### config.mk
export PLATFORM = sky130hd
export DESIGN_NAME = reg_wb_arbiter
export DESIGN_NICKNAME = d
export VERILOG_FILES = /design/src/rtl/reg_wb_arbiter.sv
export SDC_FILE = /design/constraint.sdc
export NUM_CORES = 1
export LEC_CHECK = 0
export BUFFER_PORTS_ARGS = -buffer_cell sky130_fd_sc_hd__buf_2
export CAP_MARGIN = 15
export CORE_UTILIZATION = 55
export CTS_CLUSTER_SIZE = 25
export DETAILED_ROUTE_END_ITERATION = 7
export PLACE_DENSITY = 0.81
export SETUP_SLACK_MARGIN = 0.4
export SLEW_MARGIN = 40
export SYNTH_ARGS = -nofsm -noshare
export SYNTH_HDL_FRONTEND = slang
export SYNTH_SLANG_ARGS = --single-unit
### constraint.sdc
create_clock -name clk -period 3.1 [get_ports clk]
set_clock_uncertainty 0.05 [all_clocks]
set_input_delay 0.62 -clock clk [delete_from_list [all_inputs] [get_ports clk]]
set_output_delay 0.62 -clock clk [all_outputs]
set_load 0.1 [all_outputs]
### src/rtl/reg_wb_arbiter.sv
// Write-port arbiter for the register file: pipeline writeback has absolute priority,
// long-latency results queue in a small FIFO and drain into idle write slots.
module reg_wb_arbiter #(
    parameter int DATA_W       = 32,
    parameter int ADDR_W       = 5,
    parameter int DEPTH        = 4,
    parameter int STARVE_LIMIT = 8
) (
    input  logic              clk,
    input  logic              reset,
    input  logic              pipe_wr_en,
    input  logic [ADDR_W-1:0] pipe_wr_addr,
    input  logic [DATA_W-1:0] pipe_wr_data,
    input  logic              lu_valid,
    output logic              lu_ready,
    input  logic [ADDR_W-1:0] lu_addr,
    input  logic [DATA_W-1:0] lu_data,
    input  logic [ADDR_W-1:0] query_addr1,
    input  logic [ADDR_W-1:0] query_addr2,
    output logic              pend1,
    output logic              pend2,
    output logic              stall_req,
    output logic              regwrite,
    output logic [ADDR_W-1:0] REG_address_wb,
    output logic [DATA_W-1:0] data_wb
);

    localparam int PTR_W = (DEPTH > 1) ? $clog2(DEPTH) : 1;
    localparam int CNT_W = $clog2(DEPTH + 1);
    localparam int AGE_W = $clog2(STARVE_LIMIT + 1);
    localparam logic [CNT_W-1:0] FULL_CNT = CNT_W'(DEPTH);
    localparam logic [AGE_W-1:0] AGE_MAX  = AGE_W'(STARVE_LIMIT);

    logic [DEPTH-1:0]  live_q;
    logic [DEPTH-1:0]  live_d;
    logic [ADDR_W-1:0] addr_q [DEPTH];
    logic [DATA_W-1:0] data_q [DEPTH];
    logic [PTR_W-1:0]  head_q;
    logic [PTR_W-1:0]  tail_q;
    logic [CNT_W-1:0]  count_q;
    logic [CNT_W-1:0]  count_d;
    logic [AGE_W-1:0]  age_q;
    logic [AGE_W-1:0]  age_d;

    logic pipe_act;
    logic lu_xfer;
    logic push;
    logic pop;
    logic push_live;

    always_comb begin
        pipe_act  = pipe_wr_en && (pipe_wr_addr != '0);
        lu_ready  = (count_q < FULL_CNT);
        lu_xfer   = lu_valid && lu_ready;
        push      = lu_xfer && (lu_addr != '0);
        pop       = !pipe_act && (count_q != '0);
        // A same-cycle pipeline write to the same register is younger and wins.
        push_live = !(pipe_act && (lu_addr == pipe_wr_addr));
    end

    always_comb begin
        live_d = live_q;
        if (pop) begin
            live_d[head_q] = 1'b0;
        end
        if (pipe_act) begin
            for (int i = 0; i < DEPTH; i++) begin
                if (addr_q[i] == pipe_wr_addr) begin
                    live_d[i] = 1'b0;
                end
            end
        end
        if (push) begin
            live_d[tail_q] = push_live;
        end
    end

    always_comb begin
        count_d = count_q;
        if (push && !pop) begin
            count_d = count_q + CNT_W'(1);
        end else if (pop && !push) begin
            count_d = count_q - CNT_W'(1);
        end
    end

    always_comb begin
        age_d = '0;
        if ((count_q != '0) && !pop) begin
            age_d = (age_q == AGE_MAX) ? age_q : age_q + AGE_W'(1);
        end
    end

    always_comb begin
        pend1 = 1'b0;
        pend2 = 1'b0;
        for (int i = 0; i < DEPTH; i++) begin
            if (live_q[i] && (addr_q[i] == query_addr1)) begin
                pend1 = 1'b1;
            end
            if (live_q[i] && (addr_q[i] == query_addr2)) begin
                pend2 = 1'b1;
            end
        end
        if (query_addr1 == '0) begin
            pend1 = 1'b0;
        end
        if (query_addr2 == '0) begin
            pend2 = 1'b0;
        end
    end

    // Payload storage needs no reset; live bits gate every use of it.
    always_ff @(posedge clk) begin
        if (push) begin
            addr_q[tail_q] <= lu_addr;
            data_q[tail_q] <= lu_data;
        end
    end

    always_ff @(posedge clk or negedge reset) begin
        if (!reset) begin
            live_q    <= '0;
            head_q    <= '0;
            tail_q    <= '0;
            count_q   <= '0;
            age_q     <= '0;
            stall_req <= 1'b0;
        end else begin
            live_q    <= live_d;
            count_q   <= count_d;
            age_q     <= age_d;
            stall_req <= (age_q == AGE_MAX);
            if (push) begin
                tail_q <= tail_q + PTR_W'(1);
            end
            if (pop) begin
                head_q <= head_q + PTR_W'(1);
            end
        end
    end

    always_ff @(posedge clk or negedge reset) begin
        if (!reset) begin
            regwrite       <= 1'b0;
            REG_address_wb <= '0;
            data_wb        <= '0;
        end else if (pipe_act) begin
            regwrite       <= 1'b1;
            REG_address_wb <= pipe_wr_addr;
            data_wb        <= pipe_wr_data;
        end else if (pop) begin
            regwrite       <= live_q[head_q];
            REG_address_wb <= addr_q[head_q];
            data_wb        <= data_q[head_q];
        end else begin
            regwrite <= 1'b0;
        end
    end

endmodule

After elaboration in Yosys (flattened, before gate mapping)
Memories as Yosys holds them, arrays and structs flattened.
Cells that the tools add are included.
{ "totals": {"regBits": 54, "ram_bits": 148, "in_bits": 88, "output_inout_bits": 42, "elab_cells": 103, "mem_count": 2} }
{ "op_classes": {"addsub": 5, "magnitude_cmp": 5, "eq_ne": 15, "mux": 36, "bitwise_logic": 2, "reduce_logical": 29} }
{ "memory_table": {"columns": ["memory", "depth", "word_bits", "rd", "rd_clocked_by_memory_dff", "wr", "line_no", "rtl"], "rows": [
  ["data_q", 4, 32, 1, 0, 1, "37", "logic [DATA_W-1:0] data_q [DEPTH];"],
  ["addr_q", 4, 5, 5, 0, 1, "36", "logic [ADDR_W-1:0] addr_q [DEPTH];"]
]} }
{ "ops": {"columns": ["op", "n"], "rows": [
  ["5-bit equality test", 13],
  ["32-bit two-way mux", 2],
  ["1-bit two-way mux", 21],
  ["4-bit two-way mux", 5],
  ["1-bit logical AND", 18],
  ["5-bit zero test", 2],
  ["5-bit two-way mux", 2],
  ["5-bit nonzero test", 2],
  ["2-bit by 3-bit < comparator with 1-bit output, second input constant", 2],
  ["3-bit two-way mux", 2],
  ["2-bit by 1-bit adder with 2-bit output, second input constant", 2],
  ["4-bit by 1-bit adder with 4-bit output, second input constant", 1],
  ["4-bit AND", 1],
  ["4-bit bitwise mux", 1],
  ["1-bit demux with 2-bit select", 2],
  ["4-bit equality test, second input constant", 1],
  ["2-bit by 1-bit >= comparator with 1-bit output, second input constant", 2],
  ["1-bit zero test", 4],
  ["4-bit inverter", 1],
  ["2-bit nonzero test", 2],
  ["3-bit by 1-bit adder with 3-bit output, second input constant", 1],
  ["3-bit < comparator, second input constant", 1],
  ["3-bit nonzero test", 1],
  ["3-bit by 1-bit subtractor with 3-bit output, second input constant", 1],
  ["2 further kinds", 2]
]} }

Depth between registers and ports, before layout
{ "logic_depth": {"depth_word": 11, "ltp_mapped": 12, "ltp_nobuf": 10} }

Worst setup path after synthesis
No wires, ideal clock.
{ "synth_timing": {"kind": "register -> register", "start": "register count_q[2]", "end": "register live_q[0]", "setup_ns": 0.123, "arrival_time_ns": 2.770, "required_time_ns": 2.927, "setup_slack_ns": 0.156, "path_stages_with_launch": 6, "n_path_buf": 0, "period_less_slack_ns": 2.944, "path_cell_list": "dfrtp_1 inv_1 o311a_1 and2_1 nor2b_1 a32o_1"} }
{ "synth_via": {"elab_cells_between_ends": 10, "classes_between": "order compare: 1; mux: 5; reduce/logical: 4"} }
{ "synth_lines": {"columns": ["item", "line_no", "rtl"], "rows": [
  ["start, declared", "40", "logic [CNT_W-1:0] count_q;"],
  ["start signal, assigned", "131", "count_q <= count_d;"],
  ["3-bit < comparator", "53", "lu_ready = (count_q < FULL_CNT);"],
  ["named net lu_ready", "15", "output logic lu_ready,"],
  ["1-bit logical AND", "54", "lu_xfer = lu_valid && lu_ready;"],
  ["1-bit logical AND", "55", "push = lu_xfer && (lu_addr != '0);"],
  ["named net push", "47", "logic push;"],
  ["4-bit two-way mux", "73", "if (push) begin"],
  ["named net live_d[0]", "35", "logic [DEPTH-1:0] live_d;"],
  ["end signal, assigned", "130", "live_q <= live_d;"],
  ["end, declared", "34", "logic [DEPTH-1:0] live_q;"]
]} }
The timed path passes the listed nets, and every way through them passes these cells.
A chain may end at the register's enable or synchronous reset.

==> summary.txt <==
Run status
  – Status: complete, no violations

Clock network
  – Root buffer cell: clkbuf_16
  – Reg clk slew, reported paths: about 60 ps
  – Hold_buf cts: 0
  – CTS tree: yes
  – # H-tree levels: 1
  – Total CTS buffers: 22
  – TritonCTS Sinks: around 200
  – Clk_lat worst skew: ~500 ps
  – Clock tree buffer depth: 3

STA
  – Relative slew slack: 0.547
  – Final setup fails: 0
  – Setup tns final: 0 ps
  – Final hold vios: 0
  – Minimum clock period: 2690 ps
  – Worst-Margin Slew: between 600 and 700 ps
  – Final Max Slew Viols: 0
  – Final WS setup: between 400 and 500 ps
  – RSZ-0062 raised after global routing: true
  – Peak Freq: around 370 MHz
  – Final period utilization: 0.868

Critical path
  – FF-to-FF Start: count_q[2]
  – Setup CP Type: register to output pin
  – Crit-path max FO: 3
  – CP startpoint kind: register
  – Arr. time, crit path: 2020 ps
  – Worst path required time: 2430 ps
  – Setup crit start: addr_q[1][3]
  – Worst setup EP type: output pin

Placed design
  – RePlAce Congestion: ~0.9
  – Hpwl dp: around 12 mm
  – Inst Count DP: around 870
  – Place WS: around 270 ps
  – I/O Buffers: between 100 and 150

Yosys
  – Main combinational cell family by area after synthesis: multiplexers
  – Xor-xnor portion of the synthesized cell area: 0.0718
  – Mux cell area share after synthesis: 0.143
  – Post-synthesis adder-cell area fraction: 0.0179
  – Syn_area_per_cell: ~16 um2
  – Prevailing post-synth register cell: edfxtp_1
  – Synth Area in Compound Gates: 0.0322
  – Syn Nets: between 600 and 700
  – Sequential fraction of the synthesis area: 0.660
  – Mapped Cells: around 550
  – Syn Std Cell Area: 8790 um2
  – Post-synth top area cell: edfxtp_1
  – Simple logic cell fraction of the synthesized area: 0.0528
  – Yosys warning total: 0
  – Distinct cells, synth: 32
  – Top area cells in the synthesized netlist: edfxtp_1 51%, dfrtp_1 15%, mux4_2 9.7%, xor2_1 4.9%, mux2i_1 4.4%
  – Synth top area share: 0.506
  – Async set-or-reset flop fraction in the synthesized netlist: 0.267
  – EDFF count, synth: between 100 and 150
  – Flops & latches, synth: between 200 and 250
  – Most common cell in the netlist: edfxtp_1
  – Commonest cells post-synth: 148 x edfxtp_1, 54 x dfrtp_1, 49 x xor2_1

GRT
  – GRT overflow: 0
  – Vias in the first global route: 5397
  – Global-route wire length before repair: around 30 mm
  – Initial antenna violation count: 0
  – Total GRT Usage: 0.235
  – Pin count of the biggest net entering global routing: between 70 and 80

Floorplanning
  – Initial core utilization: 0.572
  – Ports: between 100 and 150
  – # rows: 45
  – Core Region: 15400 um2
  – Die ar.: ~16000 um2
  – Die Height: between 100 and 150 um
  – Die width: about 130 um

Route
  – Drt pass-1 iters: 5
  – DRC Markers: 0
  – Vias post-DR: slightly above 5000
  – Total wire length: 18.5 mm
  – Final ANT Viol Nets: 0
  – Drt via density: roughly 5.5
  – DR WL/cell: 19.8 um
  – Iteration-0 DRC Markers: approximately 300

Power
  – Seq pwr share: 0.383
  – Switch share: 0.393
  – Clock share of power: 0.234
  – IR drop worst, VDD: 0.000792 V
  – P_int: between 0.006 and 0.007 W
  – Leakage: 4.02 nW
  – Comb power frac: 0.383
  – Pwr dens: 939 nW/um2
  – Net Sw Power: 0.00392 W

Final layout
  – Layout Utilization: 0.691
  – P&R area growth vs syn: 20.9%
  – Final net count: between 800 and 900
  – Share of post-route cells with drive strength above 1: 0.348
  – Antenna Cells: 0
  – Layout Cells excl Fill: approximately 940

Min path
  – Worst hold path type: input pin to asynchronous set/reset pin

Run
  – Max-cap check violation count: 0
power by group through the flow:
stage	Combinational, W	Clock [W]	Sequential, W
6_report	0.00382	0.00233	0.00382
5_1_grt	0.00406	0.00249	0.00388
4_1_cts	0.00383	0.00238	0.00384
3_5_place_dp	0.00376	0	0.00390
3_3_place_gp	0.00367	0	0.00386
2_1_floorplan	0.00172	0	0.00503
cell families (layout without fill, tap and decap cells):
logic type | count (synthesis) | after routing
DFF | 202 | 202
muxes | 78 | 78
and+or+nand+nor | 93 | 93
xor gates and xnor gates | 72 | 72
buffers and inverters | 46 | 220
AOI/OAI and AO/OA | 50 | 50
adders and majority gates | 12 | 12
timing repair:
item / CTS / global route
setup buffers: 13 / 17
endpoints found under the setup margin: 2 / 2
pin swaps: 4 / 7
resized for setup: 8 / 1
routing by layer:
metal / up-vias / GRT usage / part of all wire
met4: 0 / 0.0692 / 0.021
met2: 203 / 0.400 / 0.50
met5: - / 0 / 0
met3: 35 / 0.0482 / 0.078
met1: 2569 / 0.308 / 0.40
li1: 2388 / - / -
through the flow:
step                power (W)  area, um2  hold slack (ps)
finish                0.00997      10600             70.5
floorplan             0.00676       8810              274
global route           0.0104      10600              102
global placement      0.00753       9710              459
detailed placement    0.00766       9710              475
CTS                    0.0100      10500             82.5
flip-flops by register name, indices dropped and copies added, names as in the netlist:
signal,cells
head_q,2
data_q,128
live_q,4
tail_q,2
addr_q,20
REG_address_wb,5
age_q,4
data_wb,32
regwrite,1
count_q,3
stall_req,1
critical path: stages (launching register included):
cell and delay, ps:
edfxtp_1 440, xor2_1 190, nor4_1 340, nand3_1 130, nand4_1 110, o21a_2 160
buf_12 170
placed cells by master, fill, tap and decap left out, types with 6 or more instances in the layout:
cell type / netlist / layout
mux2i_1: 39 / 39
clkinv_1: 0 / 6
o21ai_0: 41 / 41
ha_1: 11 / 10
edfxtp_1: 148 / 148
buf_12: 0 / 7
nand4_1: 7 / 7
dfrtp_1: 54 / 52
mux4_2: 38 / 38
inv_1: 10 / 8
xnor2_1: 23 / 23
xor2_1: 49 / 49
clkbuf_16: 0 / 22
nand3_1: 9 / 9
buf_4: 1 / 37
nor3_1: 10 / 9
buf_2: 5 / 126
nor4_1: 8 / 7
nand2_1: 44 / 44
clkbuf_1: 22 / 6
worst paths after layout:
check	slack, ps	to	depth (start not counted)
worst max register to register	890	data_q[2][28]	4
max in group asynchronous	2320	data_wb[16]	2
worst min register to register	490	stall_req	1
min in group clk	260	data_wb[19]	3
worst max-delay path	410	pend2	6
worst min-delay path	70	data_wb[15]	1
final cells by class:
| cell class | instances | area [um2] |
|---|---|---|
| inverter | 10 | 37.5 |
| sequential | 202 | 5800 |
| timing repair buffer | 170 | 1050 |
| clock buffer | 29 | 587 |
| fill | 1031 | 4750 |
| multi-input combinational | 305 | 2830 |
| clock inverter | 11 | 63.8 |
| tap | 211 | 264 |
Power figures use the tool's default switching activity.
